File: config.mk
export PLATFORM = sky130hd
export DESIGN_NAME = mem_seg_display
export DESIGN_NICKNAME = d
export VERILOG_FILES = /design/src/rtl/mem_seg_display.sv
export SDC_FILE = /design/constraint.sdc
export NUM_CORES = 1
export LEC_CHECK = 0
export ABC_CLOCK_PERIOD_IN_PS = 3000
export BUFFER_PORTS_ARGS = -buffer_cell sky130_fd_sc_hd__buf_2
export CAP_MARGIN = 0
export CELL_PAD_IN_SITES_DETAIL_PLACEMENT = 2
export CELL_PAD_IN_SITES_GLOBAL_PLACEMENT = 2
export CORE_MARGIN = 5
export CORE_UTILIZATION = 34
export DETAILED_ROUTE_END_ITERATION = 16
export GPL_ROUTABILITY_DRIVEN = 0
export GPL_TIMING_DRIVEN = 0
export HOLD_SLACK_MARGIN = 0.03
export PLACE_DENSITY_LB_ADDON = 0.1
export RECOVER_POWER = 100
export SKIP_CTS_REPAIR_TIMING = 1
export SLEW_MARGIN = 20
export SYNTH_ARGS = -nofsm -noshare
export SYNTH_HDL_FRONTEND = slang
export SYNTH_SLANG_ARGS = --single-unit
File: constraint.sdc
create_clock -name clk -period 3 [get_ports clk]
set_input_delay 0.15 -clock clk [delete_from_list [all_inputs] [get_ports clk]]
set_output_delay 0.15 -clock clk [all_outputs]
set_load 0.02 [all_outputs]
File: src/rtl/mem_seg_display.sv
`default_nettype none
// ============================================================================
// Module   : mem_seg_display
// Brief    : 8-digit common-anode seven-segment scanner for data-memory bytes
//            0..7, with per-frame snapshot, paging, PWM dimming and
//            leading-zero blanking.
// Revision : 1.0 - initial release
// ============================================================================
module mem_seg_display #(
    parameter int SCAN_DIV = 50000
) (
    input  logic       clk,
    input  logic       rst,
    input  logic [7:0] d0,
    input  logic [7:0] d1,
    input  logic [7:0] d2,
    input  logic [7:0] d3,
    input  logic [7:0] d4,
    input  logic [7:0] d5,
    input  logic [7:0] d6,
    input  logic [7:0] d7,
    input  logic       page,
    input  logic       freeze,
    input  logic       lzb,
    input  logic [2:0] level,
    output logic [7:0] an,
    output logic [6:0] seg,
    output logic       dp,
    output logic       frame
);

    localparam int                 c_DIV_W    = (SCAN_DIV > 1) ? $clog2(SCAN_DIV) : 1;
    localparam logic [c_DIV_W-1:0] c_DIV_LAST = c_DIV_W'(SCAN_DIV - 1);
    localparam logic [c_DIV_W-1:0] c_DIV_ONE  = c_DIV_W'(1);
    localparam logic [2:0]         c_IDX_LAST = 3'd7;

    logic [c_DIV_W-1:0] r_div;
    logic [2:0]         r_idx;
    logic [2:0]         r_ph;
    logic [31:0]        r_sh;
    logic               r_pg;
    logic               r_prime;

    logic               w_tick;
    logic               w_boundary;
    logic [31:0]        w_word;
    logic [31:0]        w_upper;
    logic [3:0]         w_nib;
    logic               w_blank;
    logic               w_lit;
    logic [7:0]         w_an;
    logic [6:0]         w_seg;
    logic               w_dp;

    // Active-low hex glyphs, bit order g..a.
    function automatic logic [6:0] glyph(input logic [3:0] nib);
        logic [6:0] s;
        s = 7'h7F;
        case (nib)
            4'h0: s = 7'b1000000;
            4'h1: s = 7'b1111001;
            4'h2: s = 7'b0100100;
            4'h3: s = 7'b0110000;
            4'h4: s = 7'b0011001;
            4'h5: s = 7'b0010010;
            4'h6: s = 7'b0000010;
            4'h7: s = 7'b1111000;
            4'h8: s = 7'b0000000;
            4'h9: s = 7'b0010000;
            4'hA: s = 7'b0001000;
            4'hB: s = 7'b0000011;
            4'hC: s = 7'b1000110;
            4'hD: s = 7'b0100001;
            4'hE: s = 7'b0000110;
            4'hF: s = 7'b0001110;
            default: s = 7'h7F;
        endcase
        return s;
    endfunction

    assign w_tick     = (r_div == c_DIV_LAST);
    assign w_boundary = (w_tick && (r_idx == c_IDX_LAST)) || r_prime;
    assign w_word     = page ? {d7, d6, d5, d4} : {d3, d2, d1, d0};

    // Nibbles idx..7 shifted down; zero means this digit and all above are zero.
    assign w_upper = r_sh >> {r_idx, 2'b00};
    assign w_nib   = w_upper[3:0];
    assign w_blank = lzb && (r_idx != 3'd0) && (w_upper == 32'd0);
    assign w_lit   = (r_ph <= level) && !w_blank;

    always_comb begin
        w_an  = 8'hFF;
        w_seg = 7'h7F;
        w_dp  = 1'b1;
        if (w_lit) begin
            w_an  = ~(8'h01 << r_idx);
            w_seg = glyph(w_nib);
            w_dp  = !((r_idx == c_IDX_LAST) && r_pg);
        end
    end

    always_ff @(posedge clk or posedge rst) begin
        if (rst) begin
            r_div   <= '0;
            r_idx   <= 3'd0;
            r_ph    <= 3'd0;
            r_sh    <= 32'd0;
            r_pg    <= 1'b0;
            r_prime <= 1'b1;
        end else begin
            r_ph <= r_ph + 3'd1;
            if (w_tick) begin
                r_div <= '0;
                r_idx <= r_idx + 3'd1;
            end else begin
                r_div <= r_div + c_DIV_ONE;
            end
            if (w_boundary) begin
                r_pg    <= page;
                r_prime <= 1'b0;
                // The very first frame after reset always captures so the
                // display never starts from a stale, frozen snapshot.
                if (!freeze || r_prime) begin
                    r_sh <= w_word;
                end
            end
        end
    end

    always_ff @(posedge clk or posedge rst) begin
        if (rst) begin
            an    <= 8'hFF;
            seg   <= 7'h7F;
            dp    <= 1'b1;
            frame <= 1'b0;
        end else begin
            an    <= w_an;
            seg   <= w_seg;
            dp    <= w_dp;
            frame <= w_boundary;
        end
    end

endmodule
`default_nettype wire

Word level (Yosys, flattened, before mapping). Memories as Yosys holds them, arrays and structs flattened. Index checks and enable logic that the tools add are counted.

Memories: 1. Bits in read-only memories: 112. Bits in registers: 73. Bits of input ports: 72. Word-level logic and storage cells: 38. Output and inout bits: 17.

Memories: (name not given) (depth 16, bits a word 7, read ports 1, clocked after Yosys merged registers in 0, write ports 0, RTL line 59) `case (nib)`.

Eq/ne operators: 2. Muxes and demuxes: 5. Magnitude comparators: 1. Reductions and logical operators: 13. Shift operators: 2. Bitwise gates (word level): 1. $add $sub $neg: 3.

Operator list (number): logical NOT 32 bit (1); two-way mux 32 bit (1); right shift 32 x 5 -> 32 bit (1); adder 16 x 1 -> 16 bit (second input constant) (1); == test 16 bit (second input constant) (1); two-way mux 16 bit (1); two-way mux 8 bit (1); inverter 8 bit (1); << shifter 1 x 3 -> 8 bit (first input constant) (1); two-way mux 7 bit (1); adder 3 x 1 -> 3 bit (second input constant) (2); logical AND 1 bit (5); == test 3 bit (second input constant) (1); less-or-equal comparator 3 bit (1); logical NOT 1 bit (3); nonzero test 3 bit (1); logical OR 1 bit (2); AND reduction 2 bit (1); two-way mux 1 bit (1).

Logic depth before layout (Yosys ltp). Gate-level depths: netlist (run 1).

Depth in word-level cells: 6. Mapped depth: 13.

Worst setup path before layout (run 1). OpenSTA, ideal clock, no wires.

Path kind: register -> register. Start: register r_idx[0]. End: register seg[5]. Data arrival time: 2.455 ns. Path slack: 0.465 ns. Cell stages (with the launch flop): 13. Path buffers: 2. Clock period less this slack: 2.535 ns. Cells stage by stage: dfrtp_1 buf_4 mux4_2 nand2_1 nand2_1 inv_1 ha_1 nand2_1 a221oi_1 a41oi_2 a21o_1 buf_6 o221ai_2.

Word-level cells in the longest chain between the ends: 6. Elaborated cells on any way between the ends: 9.

Ends and longest elaborated chain: start: declaration (RTL line 38) `logic [2:0] r_idx;`; start signal: assignment (RTL line 114) `r_idx <= r_idx + 3'd1;`; right shift 32 x 5 -> 32 bit or nonzero test 3 bit (tied branches) (RTL line 86, 88); logical NOT 32 bit or logical AND 1 bit (tied branches) (RTL line 88) `assign w_blank = lzb && (r_idx != 3'd0) && (w_upper == 32'd0);`; logical AND 1 bit (RTL line 88); logical NOT 1 bit (RTL line 89) `assign w_lit = (r_ph <= level) && !w_blank;`; logical AND 1 bit (RTL line 89); two-way mux 7 bit * (RTL line 95) `if (w_lit) begin`; named net w_seg[5] (RTL line 52) `logic [6:0] w_seg;`; end signal: assignment (RTL line 138) `seg <= w_seg;`; end: declaration (RTL line 27) `output logic [6:0] seg,`.

The timed path passes the listed nets; every way through them passes the cells marked *. A chain may end at the register's enable or synchronous reset.

Worst setup path after layout (run 1).
Start: register r_idx[0]. End: register an[0].

Word-level cells in the longest chain between the ends: 6. Elaborated cells on any way between the ends: 10.

Ends and longest elaborated chain: right shift 32 x 5 -> 32 bit or nonzero test 3 bit (tied branches) (RTL line 86, 88); logical NOT 32 bit or logical AND 1 bit (tied branches) (RTL line 88); logical AND 1 bit (RTL line 88); logical NOT 1 bit (RTL line 89); logical AND 1 bit (RTL line 89); two-way mux 8 bit * (RTL line 95); named net w_an[0] (RTL line 51) `logic [7:0] w_an;`; end signal: assignment (RTL line 137) `an <= w_an;`; end: declaration (RTL line 26) `output logic [7:0] an,`.

Marked as above.

==> results by group, run 1 <==
Detailed routing
  • Vias: 3,163
  • Final WL: 11,140 um
  • 1st-iter DRT viols: 76
  • Pre-antenna DRT Iters: 4
  • DRC violations left: 0
  • Routed wire per std cell: 17.96 um
  • Vias/cell: 5.102
  • Post-route ant nets: 0

Clock network
  • Clock Path Buffers: 2
  • Cts bufs inserted: 9
  • CTS clk-pin slew, worst paths: 0.06 ns
  • CTS tree: built
  • Root Buffer: clkbuf_16
  • # H-tree levels: 3
  • Worst-Skew Late Latency: 0.34 ns
  • # clock sinks: 73

Place
  • DP HPWL: 8848 um
  • Port-buffer cells: 87
  • Placed cell count: 604

Critical path
  • Slowest CP cell: mux4_2
  • Critical path's most frequent cell: nand2_1
  • Critical path endpoint category: flop
  • Crit path DAT: 3.11 ns
  • Crit Path Class: reg2reg
  • Critical path buffer and inverter count: 3
  • Worst-path cell chain: buf_6, mux4_2, nand2_1, nand2_1, inv_2, ha_1, nand2_1, a221oi_2, a41oi_2, a21o_1, buf_6, nand3_2
  • Startpoint class of the critical path: flop
  • Worst Path Required: 3.28 ns
  • Top Family by Delay on Critical Path: compound AO/OA/AOI/OAI gates
  • CP peak stage delay: 0.56 ns
  • CP max FO: 10

STA
  • Worst-Margin Slew: 1.164 ns
  • Hold Violations, Final: 0
  • Max Fclk: 353.1 MHz
  • Tmin final: 2.832 ns
  • Setup tns final: 0 ns
  • Rel. slew slack: 21.98%
  • Tcrit/Tclk final: 94.40%
  • Min Hold Slack: 0.09134 ns
  • Max-slew violation count: 0
  • Setup violations, final: 0
  • Setup skew after layout: 0.005773 ns

Synth
  • Asr flop ratio synth: 100.0%
  • Seq/Total Area, Yosys: 46.76%
  • Synth area leader: dfrtp_1
  • Netlist cell types: 54
  • Top cells by count, synth: dfrtp_1 (56), nand2_1 (56), mux2i_1 (40), o21ai_1 (33), nor2_1 (23)
  • Post-synth EDFFs: 0
  • Syn avg cell area: 10.60 sq um
  • Syn nets: 462
  • Dominant cells by area after synthesis: dfrtp_1 (35%), dfstp_2 (11%), mux2i_1 (10%), ha_1 (5.4%), nand2_1 (5.3%)
  • Post-Syn Instances: 373
  • Mapped Area: 3953 sq um
  • Post-synth top area share: 35.45%
  • Synthesis-stage register bit count: 73
  • Yosys warns: 0
  • Primary FF master, synth: dfrtp_1

Floorplanning
  • Die ar.: 13,880 sq um
  • Chip Width: 117.8 um
  • IO Pins: 89
  • Core area: 11,420 sq um
  • Initial Util: 34.62%
  • Core Rows: 39
  • Die height: 117.8 um

Power
  • Power, Total: 0.002622 W
  • VDD IR max: 240.4 uV
  • Total internal power: 0.001937 W
  • Pwr per Cell Area: 537.3 nW/um^2
  • Flop pwr share: 43.0%
  • Clk pwr share: 43.7%
  • Switching share of total power: 26.12%
  • P_leak: 2.267 nW
  • Combinational group share of total power: 13.3%
  • Switching power: 0.0006848 W

Final layout
  • Final net count: 561
  • Share of layout cells above drive strength 1: 28.72%
  • Final Non-Filler Cells: 620
  • Area grow syn2layout: 23.46%
  • Filler cells: 1,223
  • Ant. Diodes: 0

GRT
  • First-pass GRT wire length: 19,080 um
  • Initial antenna violation count: 0
  • GR Overflow Total: 0
  • Vias in the first global route: 3,735
  • Largest net degree at the start of global routing: 49
  • Overall Global Routing Usage: 16.89%

Worst hold path
  • Path type of the worst min-delay path: in2reg

Run
  • Total of max-cap violations: 0

Outcome
  • Status: finished, final reports clean
## layer usage
metal	track usage [%]	up-vias	wire length [um]
li1	-	1508	-
met3	3.796	14	431
met4	6.667	0	257
met2	29.95	66	5784
met1	19.70	1575	4665
met5	0	-	0
## layout make-up
cell class	count	area (sq um)	share of cell area [%]
Inverter	13	50.05	1.026
Clock buffer	10	229.0	4.692
Buffer	18	93.84	1.923
Multi-Input combinational cell	268	1967	40.31
Timing Repair Buffer	89	429.2	8.795
Clock inverter	6	82.58	1.692
Tap cell	143	178.9	3.667
Sequential cell	73	1849	37.90
## cells by family after synthesis
logic type | synth area share [%]
AO/OA/AOI/OAI | 9.497
buffers and inverters | 3.640
flip-flops | 46.76
other | 0.09488
multiplexers | 16.40
XOR/XNOR | 3.545
adder cells (fa/ha/maj) | 5.381
AND/OR/NAND/NOR | 14.69
## final timing paths
| kind | end | cells past startpoint | slack [ns] | startpoint |
|---|---|---|---|---|
| worst max-delay path | an[0]$_DFF_PP1_ | 12 | 0.17 | r_idx[0]$_DFFE_PP0N_ |
| worst min-delay path | r_sh[13]$_DFFE_PP0P_ | 3 | 0.09 | d1[5] |
| worst max register to register | an[0]$_DFF_PP1_ | 12 | 0.17 | r_idx[0]$_DFFE_PP0N_ |
| worst min register to register | dp$_DFF_PP1_ | 1 | 0.44 | r_pg$_DFFE_PP0P_ |
| max in group asynchronous | r_idx[0]$_DFFE_PP0N_ | 4 | 0.68 | rst |
| min in group asynchronous | r_sh[27]$_DFFE_PP0P_ | 3 | 0.58 | rst |
## state kept, by name, indices dropped and copies added (netlist names)
name,flops
r_div,16
seg,7
r_pg,1
an,8
r_idx,3
dp,1
r_ph,3
r_sh,32
frame,1
r_prime,1
## worst min-delay path, stage by stage
cell     delay (ns)
buf_2          0.07
mux2i_1        0.06
o21ai_1        0.11
## cells in the final DEF (no fill, tap or decap), drive strengths merged, types with 3 or more instances in the layout
cell | synthesis | routed
nand3 | 12 | 12
xnor2 | 4 | 4
dfstp | 17 | 17
nand2b | 3 | 3
mux4 | 9 | 9
mux2i | 41 | 41
ha | 17 | 17
inv | 13 | 12
a21oi | 3 | 3
nor3 | 5 | 5
o221ai | 3 | 3
nand2 | 58 | 58
dfrtp | 56 | 56
o21ai | 38 | 38
clkbuf | 12 | 40
clkinv | 0 | 3
nor2 | 23 | 23
nor4 | 8 | 8
xor2 | 12 | 12
buf | 7 | 76
## metrics by stage
stage	cell area, sq um	util [%]	worst slack [ns]
after CTS	4908	42.99	-0.06500
after floorplan	3953	-	0.4650
after detailed placement	4597	40.26	-0.05129
after global routing	4880	42.74	-0.004607
after global placement	4567	40.00	-0.01063
final	4880	42.74	0.1679
## power by group through the flow
| stage | sequential [W] | clock (W) | combinational [W] |
|---|---|---|---|
| after floorplan | 0.00114 | 0 | 0.000213 |
| after global placement | 0.00114 | 0 | 0.000347 |
| after detailed placement | 0.00114 | 0 | 0.000368 |
| after CTS | 0.00113 | 0.00118 | 0.000370 |
| after global routing | 0.00114 | 0.00122 | 0.000393 |
| final | 0.00113 | 0.00115 | 0.000349 |
Power figures use the tool's default switching activity.
==> run 2: changes to the inputs <==
--- a/config.mk
+++ b/config.mk
@@ -5,13 +5,13 @@
 export SDC_FILE = /design/constraint.sdc
 export NUM_CORES = 1
 export LEC_CHECK = 0
-export ABC_CLOCK_PERIOD_IN_PS = 3000
+export ABC_CLOCK_PERIOD_IN_PS = 3290
 export BUFFER_PORTS_ARGS = -buffer_cell sky130_fd_sc_hd__buf_2
 export CAP_MARGIN = 0
 export CELL_PAD_IN_SITES_DETAIL_PLACEMENT = 2
 export CELL_PAD_IN_SITES_GLOBAL_PLACEMENT = 2
 export CORE_MARGIN = 5
-export CORE_UTILIZATION = 34
+export CORE_UTILIZATION = 37
 export DETAILED_ROUTE_END_ITERATION = 16
 export GPL_ROUTABILITY_DRIVEN = 0
 export GPL_TIMING_DRIVEN = 0
==> constraint.sdc (replaced) <==
create_clock -name clk -period 3.29 [get_ports clk]
set_input_delay 0.1645 -clock clk [delete_from_list [all_inputs] [get_ports clk]]
set_output_delay 0.1645 -clock clk [all_outputs]
set_load 0.02 [all_outputs]
==> results by group, run 2 (synthesis gave the netlist of run 1 again) <==
Outcome
  • Status: finished, final reports clean

STA
  • Setup skew after layout: 0.01566 ns (+0.009886 ns)
  • Max-slew violation count: 0 (unchanged)
  • Setup violations, final: 0 (unchanged)
  • Tcrit/Tclk final: 93.24% (-1.2 points)
  • RSZ-0062 raised after global routing: false
  • Tmin final: 3.067 ns (+0.2354 ns)
  • Setup tns final: 0 ns (unchanged)
  • Worst-Margin Slew: 1.188 ns (+0.02420 ns)
  • Min Hold Slack: 0.08394 ns (-0.007405 ns)
  • Max Fclk: 326.0 MHz (-7.7%)
  • Hold Violations, Final: 0 (unchanged)
  • Rel. slew slack: 20.79% (-1.2 points)

Critical path
  • Critical path's most frequent cell: nand2_1
  • Critical path buffer and inverter count: 3 (unchanged)
  • CP peak stage delay: 0.55 ns (about the same)
  • Slowest CP cell: mux4_2
  • Startpoint class of the critical path: flop
  • Critical path endpoint category: flop
  • Top Family by Delay on Critical Path: compound AO/OA/AOI/OAI gates
  • CP max FO: 10 (unchanged)
  • Crit path DAT: 3.37 ns (+0.26 ns)
  • Reg2Reg Setup Slack: 0.22 ns (+0.05 ns)
  • Reg-to-Reg Start: r_idx[0]$_DFFE_PP0N_
  • Worst-path cell chain: buf_4, mux4_2, nand2_1, nand2_1, inv_1, ha_1, nand2_1, a221oi_1, a41oi_2, a21o_1, buf_6, nand3_1
  • Reg2Reg Depth: 12 (unchanged)
  • Worst Path Required: 3.59 ns (+0.31 ns)
  • Worst r2r dst: an[1]$_DFF_PP1_
  • Crit Path Class: reg2reg

Final layout
  • Util after Layout: 45.79% (+3.1 points)
  • Commonest non-fill, non-tap cell in the layout: buf_2
  • Max reg flops: 32 (unchanged)
  • Ant. Diodes: 0 (unchanged)
  • Share of layout cells above drive strength 1: 27.20% (-1.5 points)
  • Area grow syn2layout: 20.13%
  • Most frequent cells in the layout: buf_2 (74), nand2_1 (57), dfrtp_1 (56), mux2i_1 (40), o21ai_0 (35)
  • Final net count: 562 (+0.18%)
  • Top reg by flops: r_sh
  • Largest regs: r_sh x32, r_div x16, an x8
  • Filler cells: 1,134 (-7.3%)
  • Design Area, Final: 4748 sq um (-2.7%)

Floorplanning
  • IO Pins: 89 (unchanged)
  • Core Rows: 37 (-5.1%)
  • Chip Width: 113.4 um (-3.8%)
  • Die ar.: 12,850 sq um (-7.4%)
  • Die height: 113.4 um (-3.8%)
  • Initial Util: 38.12% (+3.5 points)
  • Core area: 10,370 sq um (-9.2%)

GRT
  • Initial antenna violation count: 0 (unchanged)
  • Largest net degree at the start of global routing: 51 (+4.1%)
  • Vias in the first global route: 3,611 (-3.3%)
  • Overall Global Routing Usage: 18.18% (+1.3 points)
  • First-pass GRT wire length: 18,460 um (-3.3%)
  • GR Overflow Total: 0 (unchanged)

Detailed routing
  • Final WL: 11,190 um (+0.42%)
  • DRC violations left: 0 (unchanged)
  • Vias/cell: 5.241 (+2.7%)
  • Pre-antenna DRT Iters: 4 (unchanged)
  • Vias: 3,218 (+1.7%)
  • Routed wire per std cell: 18.22 um (+1.4%)
  • Post-route ant nets: 0 (unchanged)
  • 1st-iter DRT viols: 99 (+30%)

Power
  • Pwr per Cell Area: 454.9 nW/um^2 (-15%)
  • VDD IR max: 195.5 uV (-19%)
  • Power, Total: 0.002160 W (-18%)
  • P_leak: 2.227 nW (-1.8%)

Clock network
  • # clock sinks: 73 (unchanged)
  • # H-tree levels: 3 (unchanged)
  • Cts bufs inserted: 9 (unchanged)
  • CTS clk-pin slew, worst paths: 0.09 ns (+0.03 ns)
  • Root Buffer: clkbuf_8
  • Worst-Skew Late Latency: 0.37 ns (+0.03 ns)
  • Clock Path Buffers: 2 (unchanged)
  • CTS tree: built

Place
  • Port-buffer cells: 87 (unchanged)
  • Cell Area, Placed: 4588 sq um (-0.19%)
  • DP HPWL: 8576 um (-3.1%)

Worst hold path
  • Hold_sp: d2[4]
  • Worst Hold Depth: 3 (unchanged)
  • Path type of the worst min-delay path: in2reg
  • WHS Endpoint: r_sh[20]$_DFFE_PP0P_

Run
  • Total of max-cap violations: 0 (unchanged)
-- run 2: changes by cell type in the layout (fill, tap and decap cells not counted), moves of 2 or more --
cell and change:
nand3_2 -4, clkbuf_8 +9, nand3_1 +4, clkinv_2 -2
clkbuf_16 -9, inv_6 +3, o21ai_0 +10, o21ai_1 -10
-- run 2: power breakdown --
part	leakage (nW)	switching (W)	internal (W)	total [W]
registers	0.880	0.0000541	0.000968	0.00102
logic	1.23	0.000182	0.000135	0.000317
clock network	0.115	0.000386	0.000435	0.000821
total	2.23	0.000622	0.00154	0.00216
-- run 2: area by class of cell --
| class | count | area, sq um | share of cell area, % |
|---|---|---|---|
| Inverter | 13 | 50.05 | 1.054 |
| Clock buffer | 9 | 123.9 | 2.609 |
| Sequential cell | 73 | 1848 | 38.92 |
| Tap cell | 136 | 170.2 | 3.584 |
| Clock inverter | 7 | 100.1 | 2.108 |
| Buffer | 19 | 95.09 | 2.003 |
| Timing Repair Buffer | 89 | 429.2 | 9.038 |
| Multi-Input combinational cell | 268 | 1932 | 40.69 |
-- run 2: routing by layer --
| layer | GRT usage [%] | wire length, um |
|---|---|---|
| met5 | 0 | 0 |
| met4 | 6.250 | 200 |
| met3 | 3.155 | 377 |
| met2 | 33.53 | 5962 |
| met1 | 21.15 | 4643 |
-- run 2: worst max path at each step --
stage	to	from	depth (start not counted)	slack [ns]
5_1_grt	an[1]$_DFF_PP1_	r_idx[0]$_DFFE_PP0N_	12	0.02
6_report	an[1]$_DFF_PP1_	r_idx[0]$_DFFE_PP0N_	12	0.22
4_1_cts	seg[5]$_DFF_PP1_	r_idx[0]$_DFFE_PP0N_	12	0.21
2_1_floorplan	seg[5]$_DFF_PP1_	r_idx[0]$_DFFE_PP0N_	12	0.75
3_5_place_dp	seg[5]$_DFF_PP1_	r_idx[0]$_DFFE_PP0N_	12	0.25
3_3_place_gp	seg[4]$_DFF_PP1_	r_idx[0]$_DFFE_PP0N_	12	0.31
-- run 2: stage by stage --
step | worst slack [ns] | cells
floorplan | 0.7550 | 373
global placement | 0.3141 | 596
detailed placement | 0.2521 | 597
CTS | 0.2086 | 613
global route | 0.01689 | 614
finish | 0.2225 | 614
-- run 2: worst min-delay path, stage by stage --
cell and delay [ns]:
buf_2 0.07, mux2i_1 0.05, o21ai_0 0.13
==> run 3: changes to the inputs <==
--- a/config.mk
+++ b/config.mk
@@ -5,13 +5,13 @@
 export SDC_FILE = /design/constraint.sdc
 export NUM_CORES = 1
 export LEC_CHECK = 0
-export ABC_CLOCK_PERIOD_IN_PS = 3290
+export ABC_CLOCK_PERIOD_IN_PS = 3350
 export BUFFER_PORTS_ARGS = -buffer_cell sky130_fd_sc_hd__buf_2
 export CAP_MARGIN = 0
 export CELL_PAD_IN_SITES_DETAIL_PLACEMENT = 2
 export CELL_PAD_IN_SITES_GLOBAL_PLACEMENT = 2
 export CORE_MARGIN = 5
-export CORE_UTILIZATION = 37
+export CORE_UTILIZATION = 34
 export DETAILED_ROUTE_END_ITERATION = 16
 export GPL_ROUTABILITY_DRIVEN = 0
 export GPL_TIMING_DRIVEN = 0
==> constraint.sdc (replaced) <==
create_clock -name clk -period 3.35 [get_ports clk]
set_input_delay 0.1675 -clock clk [delete_from_list [all_inputs] [get_ports clk]]
set_output_delay 0.1675 -clock clk [all_outputs]
set_load 0.02 [all_outputs]
==> results by group, run 3 (synthesis gave the netlist of run 1 again) <==
Outcome
  • Status: finished, final reports clean

Power
  • VDD IR max: 215.0 uV (+10%)
  • Total internal power: 0.001731 W (+12%)
  • Pwr per Cell Area: 484.0 nW/um^2 (+6.4%)
  • Switching share of total power: 25.96% (-2.8 points)
  • Clk pwr share: 43.8% (+5.8 points)
  • Flop pwr share: 43.2% (-4.1 points)
  • P_leak: 2.258 nW (+1.4%)
  • Switching power: 0.0006068 W (-2.4%)
  • Combinational group share of total power: 13.0% (-1.7 points)

STA
  • RSZ-0062 raised after global routing: false
  • Min Hold Slack: 0.1095 ns (+0.02554 ns)
  • Rel. slew slack: 21.19% (+0.40 points)
  • Max Fclk: 324.7 MHz (-0.40%)
  • Setup violations, final: 0 (unchanged)
  • Worst-Margin Slew: 1.182 ns (-0.005935 ns)
  • Setup tns final: 0 ns (unchanged)
  • Tmin final: 3.080 ns (+0.01244 ns)
  • Tcrit/Tclk final: 91.94% (-1.3 points)
  • Setup skew after layout: 0.005483 ns (-0.01018 ns)
  • Setup WS post-layout: 0.2701 ns (+0.04756 ns)
  • Max-slew violation count: 0 (unchanged)
  • Hold Violations, Final: 0 (unchanged)

Critical path
  • Worst Path Required: 3.61 ns (+0.02 ns)
  • Worst r2r dst: seg[4]$_DFF_PP1_
  • CP peak stage delay: 0.57 ns (+0.02 ns)
  • Critical path endpoint category: flop
  • Slowest CP cell: mux4_2
  • Reg2Reg Setup Slack: 0.27 ns (+0.05 ns)
  • Reg-to-Reg Start: r_idx[0]$_DFFE_PP0N_
  • CP max FO: 10 (unchanged)
  • Critical path's most frequent cell: nand2_1
  • Crit Path Class: reg2reg
  • Worst-path cell chain: buf_4, mux4_2, nand2_1, nand2_1, inv_1, ha_1, nand2_1, a221oi_1, a41oi_2, a21o_1, buf_6, o211ai_1
  • Crit path DAT: 3.34 ns (-0.03 ns)
  • Reg2Reg Depth: 12 (unchanged)
  • Startpoint class of the critical path: flop

Floorplanning
  • Core Rows: 39 (+5.4%)
  • Initial Util: 34.62% (-3.5 points)
  • Core area: 11,420 sq um (+10%)
  • Die height: 117.8 um (+3.9%)
  • IO Pins: 89 (unchanged)
  • Chip Width: 117.8 um (+3.9%)
  • Die ar.: 13,880 sq um (+8.0%)

Place
  • DP HPWL: 8848 um (+3.2%)
  • Pre-CTS setup slack: 0.2987 ns (+0.04665 ns)
  • Cell Area, Placed: 4597 sq um (+0.19%)
  • Port-buffer cells: 87 (unchanged)

Clock network
  • Worst-Skew Late Latency: 0.34 ns (-0.03 ns)
  • Root Buffer: clkbuf_16
  • # H-tree levels: 3 (unchanged)
  • CTS clk-pin slew, worst paths: 0.06 ns (-0.03 ns)
  • # clock sinks: 73 (unchanged)
  • Clock Path Buffers: 2 (unchanged)
  • Cts bufs inserted: 9 (unchanged)
  • CTS tree: built

Final layout
  • Final net count: 562 (unchanged)
  • Commonest non-fill, non-tap cell in the layout: buf_2
  • Most frequent cells in the layout: buf_2 (74), nand2_1 (57), dfrtp_1 (56), mux2i_1 (40), o21ai_0 (36)
  • Top reg by flops: r_sh
  • Share of layout cells above drive strength 1: 26.36% (-0.84 points)
  • Max reg flops: 32 (unchanged)
  • Design Area, Final: 4830 sq um (+1.7%)
  • Area grow syn2layout: 22.19%
  • Ant. Diodes: 0 (unchanged)
  • Largest regs: r_sh x32, r_div x16, an x8
  • Util after Layout: 42.30% (-3.5 points)

Detailed routing
  • Post-route ant nets: 0 (unchanged)
  • Final WL: 11,190 um (unchanged)
  • Vias: 3,179 (-1.2%)
  • DRC violations left: 0 (unchanged)
  • Vias/cell: 5.119 (-2.3%)
  • Routed wire per std cell: 18.01 um (-1.1%)
  • Pre-antenna DRT Iters: 4 (unchanged)
  • 1st-iter DRT viols: 84 (-15%)

GRT
  • Largest net degree at the start of global routing: 49 (-3.9%)
  • GR Overflow Total: 0 (unchanged)
  • Overall Global Routing Usage: 16.89% (-1.3 points)
  • Vias in the first global route: 3,735 (+3.4%)
  • Initial antenna violation count: 0 (unchanged)
  • First-pass GRT wire length: 19,080 um (+3.4%)

Worst hold path
  • Hold_sp: d2[2]
  • WHS Endpoint: r_sh[18]$_DFFE_PP0P_
  • Path type of the worst min-delay path: in2reg
  • Worst Hold Depth: 3 (unchanged)

Run
  • Total of max-cap violations: 0 (unchanged)
run 3: power groups by stage:
stage	sequential, W	combinational, W	clock (W)
after floorplan	0.00102	0.000191	0
after global placement	0.00102	0.000311	0
after detailed placement	0.00102	0.000330	0
after CTS	0.00101	0.000332	0.00106
after global routing	0.00102	0.000343	0.00109
final	0.00101	0.000304	0.00102
run 3: critical path: cells and delay by family (launching register included):
kind,cells,cell delay (ns)
buffers and inverters,3,0.60
adders and majority gates,1,0.23
DFF,1,0.45
muxes,1,0.57
and+or+nand+nor,3,0.33
AOI/OAI and AO/OA,4,0.78
run 3: per-stage QoR:
step | cells | power [W]
global route | 621 | 0.002447
floorplan | 373 | 0.001212
CTS | 620 | 0.002397
finish | 621 | 0.002337
detailed placement | 604 | 0.001353
global placement | 603 | 0.001330
run 3: area by class of cell:
cell class	instances	area (sq um)
clock inverter	6	82.58
fill	1231	6589
sequential	73	1848
multi-input combinational	268	1917
buffer	19	95.09
inverter	13	50.05
tap	143	178.9
clock buffer	10	229.0
timing repair buffer	89	429.2
run 3: layer usage:
layer	global-route usage, %	vias to the layer above	part of all wire [%]
met5	0	-	0
met4	6.667	0	2.3
met3	3.796	14	3.8
met2	29.95	64	52
met1	19.70	1589	42
li1	-	1512	-
run 3: how the worst max path moves through the flow:
| stage | startpoint | to | depth (start not counted) |
|---|---|---|---|
| after global routing | r_idx[0]$_DFFE_PP0N_ | seg[4]$_DFF_PP1_ | 12 |
| final | r_idx[0]$_DFFE_PP0N_ | seg[4]$_DFF_PP1_ | 12 |
| after CTS | r_idx[0]$_DFFE_PP0N_ | an[0]$_DFF_PP1_ | 12 |
| after detailed placement | r_idx[0]$_DFFE_PP0N_ | an[0]$_DFF_PP1_ | 12 |
| after floorplan | r_idx[0]$_DFFE_PP0N_ | seg[5]$_DFF_PP1_ | 12 |
| after global placement | r_idx[0]$_DFFE_PP0N_ | seg[4]$_DFF_PP1_ | 12 |
